==> src/rtl/mux2_rr_arbiter_if.sv <==
// ============================================================================
// mux2_rr_arbiter_if : request/grant and data bundle for the shared 2:1 channel
// Revision 1.0 : initial release
// ============================================================================
`default_nettype none

interface mux2_rr_arbiter_if #(
  parameter int W = 8
);
  logic         req_a;
  logic         req_b;
  logic [W-1:0] a;
  logic [W-1:0] b;
  logic         gnt_a;
  logic         gnt_b;
  logic         sel;
  logic [W-1:0] y;
  logic         y_valid;

  modport master (
    output req_a, req_b, a, b,
    input  gnt_a, gnt_b, sel, y, y_valid
  );

  modport slave (
    input  req_a, req_b, a, b,
    output gnt_a, gnt_b, sel, y, y_valid
  );
endinterface

`default_nettype wire

==> src/rtl/mux2_rr_arbiter.sv <==
// ============================================================================
// mux2_rr_arbiter : round-robin owner of a shared 2:1 mux with hold-limit preemption
// Revision 1.0 : initial release
// ============================================================================
`default_nettype none

module mux2_rr_arbiter #(
  parameter int W        = 8,
  parameter int MAX_HOLD = 4,
  parameter int CW       = 3
) (
  input  wire logic         clk,
  input  wire logic         rst_n,
  mux2_rr_arbiter_if.slave  bus
);

  // One bit per owner so the grants and select are plain flop outputs.
  localparam logic [1:0]    c_idle     = 2'b00;
  localparam logic [1:0]    c_own_a    = 2'b01;
  localparam logic [1:0]    c_own_b    = 2'b10;
  localparam bit            c_preempt  = (MAX_HOLD != 0);
  localparam logic [CW-1:0] c_hold_max = (MAX_HOLD == 0) ? '0 : CW'(MAX_HOLD - 1);

  logic [1:0]    r_state;
  logic [1:0]    w_state_nxt;
  logic          r_last_b;
  logic          w_last_b_nxt;
  logic [CW-1:0] r_hold;
  logic [CW-1:0] w_hold_nxt;
  logic [W-1:0]  r_y;
  logic          r_y_valid;
  logic [CW-1:0] w_hold_inc;

  assign w_hold_inc = (r_hold == c_hold_max) ? r_hold : r_hold + CW'(1);

  always_ff @(posedge clk or negedge rst_n) begin
    if (!rst_n) begin
      r_state  <= c_idle;
      r_last_b <= 1'b1;
      r_hold   <= '0;
    end else begin
      r_state  <= w_state_nxt;
      r_last_b <= w_last_b_nxt;
      r_hold   <= w_hold_nxt;
    end
  end

  // Release of the owner is checked before the preemption limit.
  always_comb begin
    w_state_nxt  = r_state;
    w_last_b_nxt = r_last_b;
    w_hold_nxt   = '0;
    case (r_state)
      c_idle: begin
        if (bus.req_a && bus.req_b) begin
          w_state_nxt = r_last_b ? c_own_a : c_own_b;
        end else if (bus.req_a) begin
          w_state_nxt = c_own_a;
        end else if (bus.req_b) begin
          w_state_nxt = c_own_b;
        end
      end
      c_own_a: begin
        if (!bus.req_a) begin
          w_last_b_nxt = 1'b0;
          w_state_nxt  = bus.req_b ? c_own_b : c_idle;
        end else if (bus.req_b) begin
          if (c_preempt && (r_hold == c_hold_max)) begin
            w_last_b_nxt = 1'b0;
            w_state_nxt  = c_own_b;
          end else begin
            w_hold_nxt = w_hold_inc;
          end
        end
      end
      c_own_b: begin
        if (!bus.req_b) begin
          w_last_b_nxt = 1'b1;
          w_state_nxt  = bus.req_a ? c_own_a : c_idle;
        end else if (bus.req_a) begin
          if (c_preempt && (r_hold == c_hold_max)) begin
            w_last_b_nxt = 1'b1;
            w_state_nxt  = c_own_a;
          end else begin
            w_hold_nxt = w_hold_inc;
          end
        end
      end
      default: begin
        w_state_nxt = c_idle;
      end
    endcase
  end

  // y follows the owner one cycle behind the grant and drops on its release edge.
  always_ff @(posedge clk or negedge rst_n) begin
    if (!rst_n) begin
      r_y       <= '0;
      r_y_valid <= 1'b0;
    end else if ((r_state == c_own_a) && bus.req_a) begin
      r_y       <= bus.a;
      r_y_valid <= 1'b1;
    end else if ((r_state == c_own_b) && bus.req_b) begin
      r_y       <= bus.b;
      r_y_valid <= 1'b1;
    end else begin
      r_y       <= '0;
      r_y_valid <= 1'b0;
    end
  end

  always_comb begin
    bus.gnt_a   = r_state[0];
    bus.gnt_b   = r_state[1];
    bus.sel     = r_state[1];
    bus.y       = r_y;
    bus.y_valid = r_y_valid;
  end

endmodule

`default_nettype wire

==> src/flat_wrapper.sv <==
// flat-port wrapper written by rule: the top's interface ports become plain ports
module mux2_rr_arbiter_flat 
#(
  parameter int W        = 8,
  parameter int MAX_HOLD = 4,
  parameter int CW       = 3
)
  (clk, rst_n, bus_req_a, bus_req_b, bus_a, bus_b, bus_gnt_a, bus_gnt_b, bus_sel, bus_y, bus_y_valid);
  mux2_rr_arbiter_if #(.W(W)) bus_i ();
  input  wire logic clk;
  input  wire logic rst_n;
  input wire logic [$bits(bus_i.req_a)-1:0] bus_req_a;
  input wire logic [$bits(bus_i.req_b)-1:0] bus_req_b;
  input wire logic [$bits(bus_i.a)-1:0] bus_a;
  input wire logic [$bits(bus_i.b)-1:0] bus_b;
  output wire logic [$bits(bus_i.gnt_a)-1:0] bus_gnt_a;
  output wire logic [$bits(bus_i.gnt_b)-1:0] bus_gnt_b;
  output wire logic [$bits(bus_i.sel)-1:0] bus_sel;
  output wire logic [$bits(bus_i.y)-1:0] bus_y;
  output wire logic [$bits(bus_i.y_valid)-1:0] bus_y_valid;
  assign bus_i.req_a = bus_req_a;
  assign bus_i.req_b = bus_req_b;
  assign bus_i.a = bus_a;
  assign bus_i.b = bus_b;
  assign bus_gnt_a = bus_i.gnt_a;
  assign bus_gnt_b = bus_i.gnt_b;
  assign bus_sel = bus_i.sel;
  assign bus_y = bus_i.y;
  assign bus_y_valid = bus_i.y_valid;
  mux2_rr_arbiter #(.W(W), .MAX_HOLD(MAX_HOLD), .CW(CW)) u_core (.clk(clk), .rst_n(rst_n), .bus(bus_i));
endmodule
==> config.mk <==
export PLATFORM = sky130hd
export DESIGN_NAME = mux2_rr_arbiter_flat
export DESIGN_NICKNAME = d
export VERILOG_FILES = /design/src/rtl/mux2_rr_arbiter_if.sv /design/src/rtl/mux2_rr_arbiter.sv /design/src/flat_wrapper.sv
export SDC_FILE = /design/constraint.sdc
export NUM_CORES = 1
export LEC_CHECK = 0
export CAP_MARGIN = 10
export CORE_UTILIZATION = 42
export CTS_BUF_LIST = sky130_fd_sc_hd__clkbuf_4
export CTS_CLUSTER_DIAMETER = 80
export CTS_CLUSTER_SIZE = 12
export DETAILED_ROUTE_END_ITERATION = 7
export GPL_ROUTABILITY_DRIVEN = 0
export GPL_TIMING_DRIVEN = 0
export PLACE_DENSITY = 0.81
export SETUP_SLACK_MARGIN = 0.1
export SLEW_MARGIN = 20
export SYNTH_ARGS = -nofsm -noshare
export SYNTH_HDL_FRONTEND = slang
export SYNTH_SLANG_ARGS = --single-unit
==> constraint.sdc <==
create_clock -name clk -period 1.82 [get_ports clk]
set_clock_uncertainty 0.15 [all_clocks]
set_input_delay 0.182 -clock clk [delete_from_list [all_inputs] [get_ports clk]]
set_output_delay 0.182 -clock clk [all_outputs]
set_load 0.1 [all_outputs]
==> results_dict.tcl, run 1 <==
set metrics [dict create \
    floorplan.die.width_um 43.6 \
    ports 32 \
    worstPathMaxFanout 5 \
    timing_worst_setup_path_type "register to register" \
    cellLeakagePower_nw 0.514 \
    finalNetCount 121 \
    result_of_the_run "complete, but fails checks" \
    peakVddDrop_mv 0.995 \
    swShare_pct 53.3 \
    async_flop_share_pct 100 \
    floorplan.initialDensity_pct 46.5 \
    report.final.slew_viol_count 0 \
    p_int_uw 883 \
    cts-root-buf "clkbuf_4" \
    setup_viol 0 \
    synth-seq-cells 15 \
    grt.overflow.total 0 \
    timing.final.crit_share_pct 93.5 \
    rsz_0062_raised_after_global_routing "yes" \
    fill_cells 106 \
    setup_ws_ns 0.118 \
    synth_sequential_area_ratio_pct 51.9 \
    dr.first_iter.drc_count 13 \
    max-clock-path-buffers 2 \
    slew_headroom_pct 58.6 \
    clock_slew_at_the_register_clock_pins_of_the_worst_setup_and_hold_paths_ns 0.08 \
    grt_pass1_vias 570 \
    detail_route.wirelength_mm 1.44 \
    cts_htree_levels 1 \
    critical_path.reg2reg.endpoint "u_core.r_state[0]$_DFFE_PN0P_" \
    final_antenna_net_count 0 \
    first_pass_grt_wire_length_mm 2.43 \
    cts_sinks 15 \
    placedInstanceArea_sq_um 1100 \
    coreArea_sq_um 1560 \
    clk_latency_ns 0.27 \
    grt_util_all_layers_pct 17.6 \
    p_per_area_nw_per_um2 1650 \
    finish.instance_area_sq_um 1150 \
    comb_power_share_pct 63.2 \
    fin_hold_ws_ns 0.139 \
    hold_path_class "primary input to async pin" \
    layout-drive-gt1-share_pct 31.6 \
    pin_count_of_the_biggest_net_entering_global_routing 16 \
    num_vias 570 \
    grtUsageMet3_pct 2.50 \
    worst-r2r-setup-slack_ns 0.12 \
    synth_fp_nets 85 \
    tritoncts "yes" \
    synth.lib_cells_used.distinct 27 \
    use_met1_pct 20.1 \
    drt_pre_antenna_iters 6 \
    route.detailed.wl_per_inst_um 13.0 \
    dpl.hpwl_mm 1.20 \
    antenna-diode-count 0 \
    reg2reg_depth 5 \
    grt.busiest_layer "met2" \
    timing.critical_path.to_type "register" \
    failed_checks "design-rule violations" \
    maxCapViolCount 0 \
    worst_setup_path_start_kind "register" \
    seq_power_share_pct 26.4 \
    worstPathArrival_ns 1.71 \
    grt_use_met2_pct 31.3 \
    fmax_mhz 588 \
    layout_stage_area_growth_over_the_synthesis_result_pct 58.4 \
    hold_viol 0 \
    post-place-cells 107 \
    route.detailed.drc 5 \
    post-place-ws_ns -0.182 \
    postSynth.topFlopCell "dfrtp_1" \
    worstMarginPinSlew_ns 0.620 \
    post_synth_instance_area_sq_um 726 \
    period_needed_ns 1.70 \
    synth-edff-count 0 \
    rows 14 \
    tritoncts_buffers 3 \
    final-instance-count-excl-fill 111 \
    critical_path.startpoint "u_core.r_state[0]$_DFFE_PN0P_" \
    synthCells 60 \
    clock_power_share_pct 10.4 \
    floorplan.die_area_sq_um 1900 \
    required_arrival_time_at_the_worst_endpoint_ns 1.83 \
    grt_antenna_before_repair 0 \
    chipHeight_um 43.6 \
    synthesis.area_per_instance_sq_um 12.1 \
    routed_via_density 5.14 \
    warning_count_from_the_yosys_run 0 \
    reg2reg_from "u_core.r_state[0]$_DFFE_PN0P_" \
    final-seq-area_sq_um 384 \
    p_sw_mw 1.01 \
    multi_input_area_sq_um 363 \
    place.port_buffers 31 \
]
==> per-layer routing <==
metal  up-vias  wire, um
met5         -         0
met4         0         9
met3         2        41
met2        14       772
met1       266       618
li1        288         -
==> synth_stat cells, types with 2 or more instances <==
cell type,instances,area share [%]
nor2b_1,2,1.7
ha_1,5,8.6
dfrtp_1,14,48
a22o_1,8,9.7
nor3_1,2,1.4
a21oi_1,2,1.4
inv_1,5,2.6
nand2b_1,2,1.7
nor2_1,2,1.0
==> kinds of logic after synthesis <==
family,synth area share [%]
buf+inv,4.31
simple gates,12.4
mux,3.45
flops,51.9
compound gates,19.3
fa+ha+maj,8.62
==> power by group through the flow <==
stage / clock, mW / combinational, mW / sequential (mW)
floorplan: 0 / 0.431 / 1.00
global placement: 0 / 1.20 / 0.499
detailed placement: 0 / 1.22 / 0.504
CTS: 0.207 / 1.19 / 0.497
global route: 0.215 / 1.26 / 0.511
finish: 0.197 / 1.20 / 0.499
==> critical path, stage by stage, from the launching register on <==
cell and delay, ns:
dfrtp_4 0.52, ha_4 0.18, and2_4 0.14, o2bb2ai_4 0.12, a21oi_2 0.17, mux2_4 0.31
==> how the worst max path moves through the flow <==
stage | end | slack, ns | cells after the start
floorplan | u_core.r_state[0]$_DFFE_PN0P_ | -0.02 | 6
global placement | bus_sel | -0.18 | 2
detailed placement | bus_sel | -0.18 | 2
CTS | u_core.r_state[0]$_DFFE_PN0P_ | 0.07 | 6
global route | u_core.r_state[0]$_DFFE_PN0P_ | 0.05 | 6
finish | u_core.r_state[0]$_DFFE_PN0P_ | 0.12 | 5
==> cells in the final DEF, fill, tap and decap left out, types with 2 or more instances in the layout <==
cell,instances
clkbuf_4,4
a21oi_1,2
a22o_1,8
nor2_1,2
inv_1,4
nor3_1,2
nor2b_1,2
nand2b_1,2
ha_1,3
ha_4,2
dfrtp_4,2
clkdlybuf4s50_1,19
clkdlybuf4s15_2,11
buf_2,2
dfrtp_1,12
==> layout make-up <==
class,count,area share (%)
sequential,15,33.4
multi-input combinational,38,31.6
timing repair buffer,31,27.7
clock buffer,4,2.61
inverter,5,1.85
tap,16,1.74
buffer,2,1.09
==> through the flow <==
step | utilization (%) | setup TNS (ns) | total power [mW]
after floorplan | - | -0.0208 | 1.43
after global placement | 70.6 | -0.437 | 1.70
after detailed placement | 70.6 | -0.464 | 1.72
after CTS | 73.5 | 0 | 1.90
after global routing | 73.8 | 0 | 1.99
final | 73.8 | 0 | 1.89
==> sequential cells by signal, summed over array words and instances (netlist names) <==
name and flops:
u_core.r_last_b 1, u_core.bus.y 8, u_core.r_state 2, u_core.bus.y_valid 1, u_core.r_hold 3
==> what timing repair did <==
item,in CTS,in global routing
endpoints found under the setup margin,13,10
gates resized for setup,36,3
hold buffers,0,0
setup buffers,0,0
Power figures use the tool's default switching activity.
==> run 2, diff against run 1 <==
--- a/config.mk
+++ b/config.mk
@@ -5,8 +5,11 @@
 export SDC_FILE = /design/constraint.sdc
 export NUM_CORES = 1
 export LEC_CHECK = 0
-export CAP_MARGIN = 10
-export CORE_UTILIZATION = 42
+export CAP_MARGIN = 20
+export CELL_PAD_IN_SITES_DETAIL_PLACEMENT = 0
+export CELL_PAD_IN_SITES_GLOBAL_PLACEMENT = 1
+export CORE_MARGIN = 2
+export CORE_UTILIZATION = 32
 export CTS_BUF_LIST = sky130_fd_sc_hd__clkbuf_4
 export CTS_CLUSTER_DIAMETER = 80
 export CTS_CLUSTER_SIZE = 12
==> run 2 against run 1 <==
Effect of this change:
- the run now ends clean
- fmax decreased by 0.19%
- via count increased by 3.9%
- worst setup slack got worse by 0.0032 ns
- combinational power about the same
- final cell count increased by 11%
- wire length increased by 1.4%
- non-clock buffer count unchanged
- critical path depth increased by 1
==> results_dict.tcl, run 2 (synthesized netlist as in run 1, its figures left out) <==
set metrics [dict create \
    cts-root-buf "clkbuf_4" \
    cellLeakagePower_nw 0.513 \
    hold_viol 0 \
    layout_stage_area_growth_over_the_synthesis_result_pct 60.5 \
    required_arrival_time_at_the_worst_endpoint_ns 1.84 \
    num_vias 592 \
    grt.overflow.total 0 \
    multi_input_area_sq_um 363 \
    p_int_uw 866 \
    clock_power_share_pct 9.9 \
    seq_power_share_pct 26.4 \
    dpl.hpwl_mm 1.23 \
    timing.final.crit_share_pct 93.7 \
    p_per_area_nw_per_um2 1610 \
    fmax_mhz 586 \
    clk_latency_ns 0.28 \
    route.detailed.drc 0 \
    fill_cells 209 \
    fin_hold_ws_ns 0.147 \
    place.port_buffers 31 \
    clock_slew_at_the_register_clock_pins_of_the_worst_setup_and_hold_paths_ns 0.09 \
    cts_sinks 15 \
    comb_power_share_pct 63.7 \
    grt_pass1_vias 608 \
    most_common_library_cell_in_the_layout_ignoring_fill_and_taps "clkdlybuf4s50_1" \
    report.final.slew_viol_count 0 \
    coreArea_sq_um 2170 \
    antenna-diode-count 0 \
    rows 17 \
    drt_pre_antenna_iters 2 \
    floorplan.die_area_sq_um 2660 \
    result_of_the_run "complete, no violations" \
    swShare_pct 53.9 \
    finalNetCount 121 \
    final-seq-area_sq_um 384 \
    ports 32 \
    floorplan.initialDensity_pct 33.4 \
    chipHeight_um 51.6 \
    cts_htree_levels 1 \
    final_cell_mix "clkdlybuf4s50_1 (19), dfrtp_1 (12), clkdlybuf4s15_2 (11)" \
    tritoncts "yes" \
    layout-drive-gt1-share_pct 31.6 \
    timing.critical_path.to_type "register" \
    grt_antenna_before_repair 0 \
    setup_ws_ns 0.115 \
    cts_hold_buffers_added 0 \
    routed_via_density 4.81 \
    setup_viol 0 \
    largest_register_ffs 8 \
    pin_count_of_the_biggest_net_entering_global_routing 16 \
    worstPathArrival_ns 1.73 \
    route.detailed.wl_per_inst_um 11.9 \
    hold_path_class "primary input to async pin" \
    tns_ns 0 \
    first_pass_grt_wire_length_mm 2.41 \
    dr.first_iter.drc_count 3 \
    final_antenna_net_count 0 \
    worst_setup_path_start_kind "register" \
    worstMarginPinSlew_ns 0.651 \
    timing_worst_setup_path_type "register to register" \
    power.total_mw 1.88 \
    slew_headroom_pct 56.5 \
    max-clock-path-buffers 2 \
    post-place-ws_ns -0.188 \
    floorplan.die.width_um 51.6 \
    detail_route.wirelength_mm 1.46 \
    tritoncts_buffers 3 \
    rsz_0062_raised_after_global_routing "yes" \
    grt_util_all_layers_pct 12.4 \
    p_sw_mw 1.01 \
    maxCapViolCount 0 \
    period_needed_ns 1.71 \
    peakVddDrop_mv 0.846 \
    worstPathMaxFanout 5 \
]
-- run 2: area by class of cell --
type / instances / share of cell area [%]
Sequential cell: 15 / 33.0
Multi-Input combinational cell: 38 / 31.1
Timing Repair Buffer: 31 / 27.4
Tap cell: 28 / 3.01
Clock buffer: 3 / 1.93
Inverter: 5 / 1.83
Buffer: 2 / 1.29
Clock inverter: 1 / 0.430
-- run 2: timing repair --
action | 4_1_cts | 5_1_grt
buffers inserted | 0 | 0
endpoints found under the setup margin | 13 | 10
pin swaps | 0 | 0
resized for setup | 36 | 4
-- run 2: final timing paths --
path / depth (start not counted) / slack [ns] / startpoint / end
max in group asynchronous: 1 / 0.90 / rst_n / u_core.r_state[1]$_DFFE_PN0P_
min in group clk: 1 / 0.30 / u_core.r_hold[0]$_DFF_PN0_ / u_core.r_hold[0]$_DFF_PN0_
hold reg to reg: 1 / 0.30 / u_core.r_hold[0]$_DFF_PN0_ / u_core.r_hold[0]$_DFF_PN0_
setup / recovery: 6 / 0.11 / u_core.r_state[1]$_DFFE_PN0P_ / u_core.r_state[0]$_DFFE_PN0P_
setup reg to reg: 6 / 0.11 / u_core.r_state[1]$_DFFE_PN0P_ / u_core.r_state[0]$_DFFE_PN0P_
hold / removal: 1 / 0.15 / rst_n / u_core.bus.y[7]$_DFF_PN0_
-- run 2: layer usage --
metal / vias to the layer above / GRT usage [%] / wire [um]
li1: 286 / - / -
met1: 277 / 12.5 / 570
met2: 27 / 21.2 / 690
met3: 2 / 6.90 / 186
met4: 0 / 5.26 / 14
met5: - / 0 / 0
-- run 2: per-stage QoR --
| stage | util (%) | area (sq um) | cells |
|---|---|---|---|
| finish | 53.7 | 1160 | 123 |
| global route | 53.7 | 1160 | 123 |
| CTS | 53.4 | 1160 | 123 |
| detailed placement | 51.4 | 1120 | 119 |
| global placement | 51.4 | 1120 | 119 |
| floorplan | - | 771 | 60 |
-- run 2: power by group through the flow --
| stage | clock network [mW] | logic (mW) | registers (mW) |
|---|---|---|---|
| final | 0.187 | 1.20 | 0.496 |
| after global routing | 0.204 | 1.27 | 0.508 |
| after CTS | 0.192 | 1.20 | 0.495 |
| after detailed placement | 0 | 1.22 | 0.502 |
| after global placement | 0 | 1.21 | 0.496 |
| after floorplan | 0 | 0.431 | 1.00 |
-- run 2: critical path, stage by stage, from the launching register on --
cell,delay (ns)
dfrtp_4,0.48
inv_4,0.06
ha_4,0.16
and2_4,0.14
o2bb2ai_4,0.12
a21oi_2,0.17
mux2_4,0.31
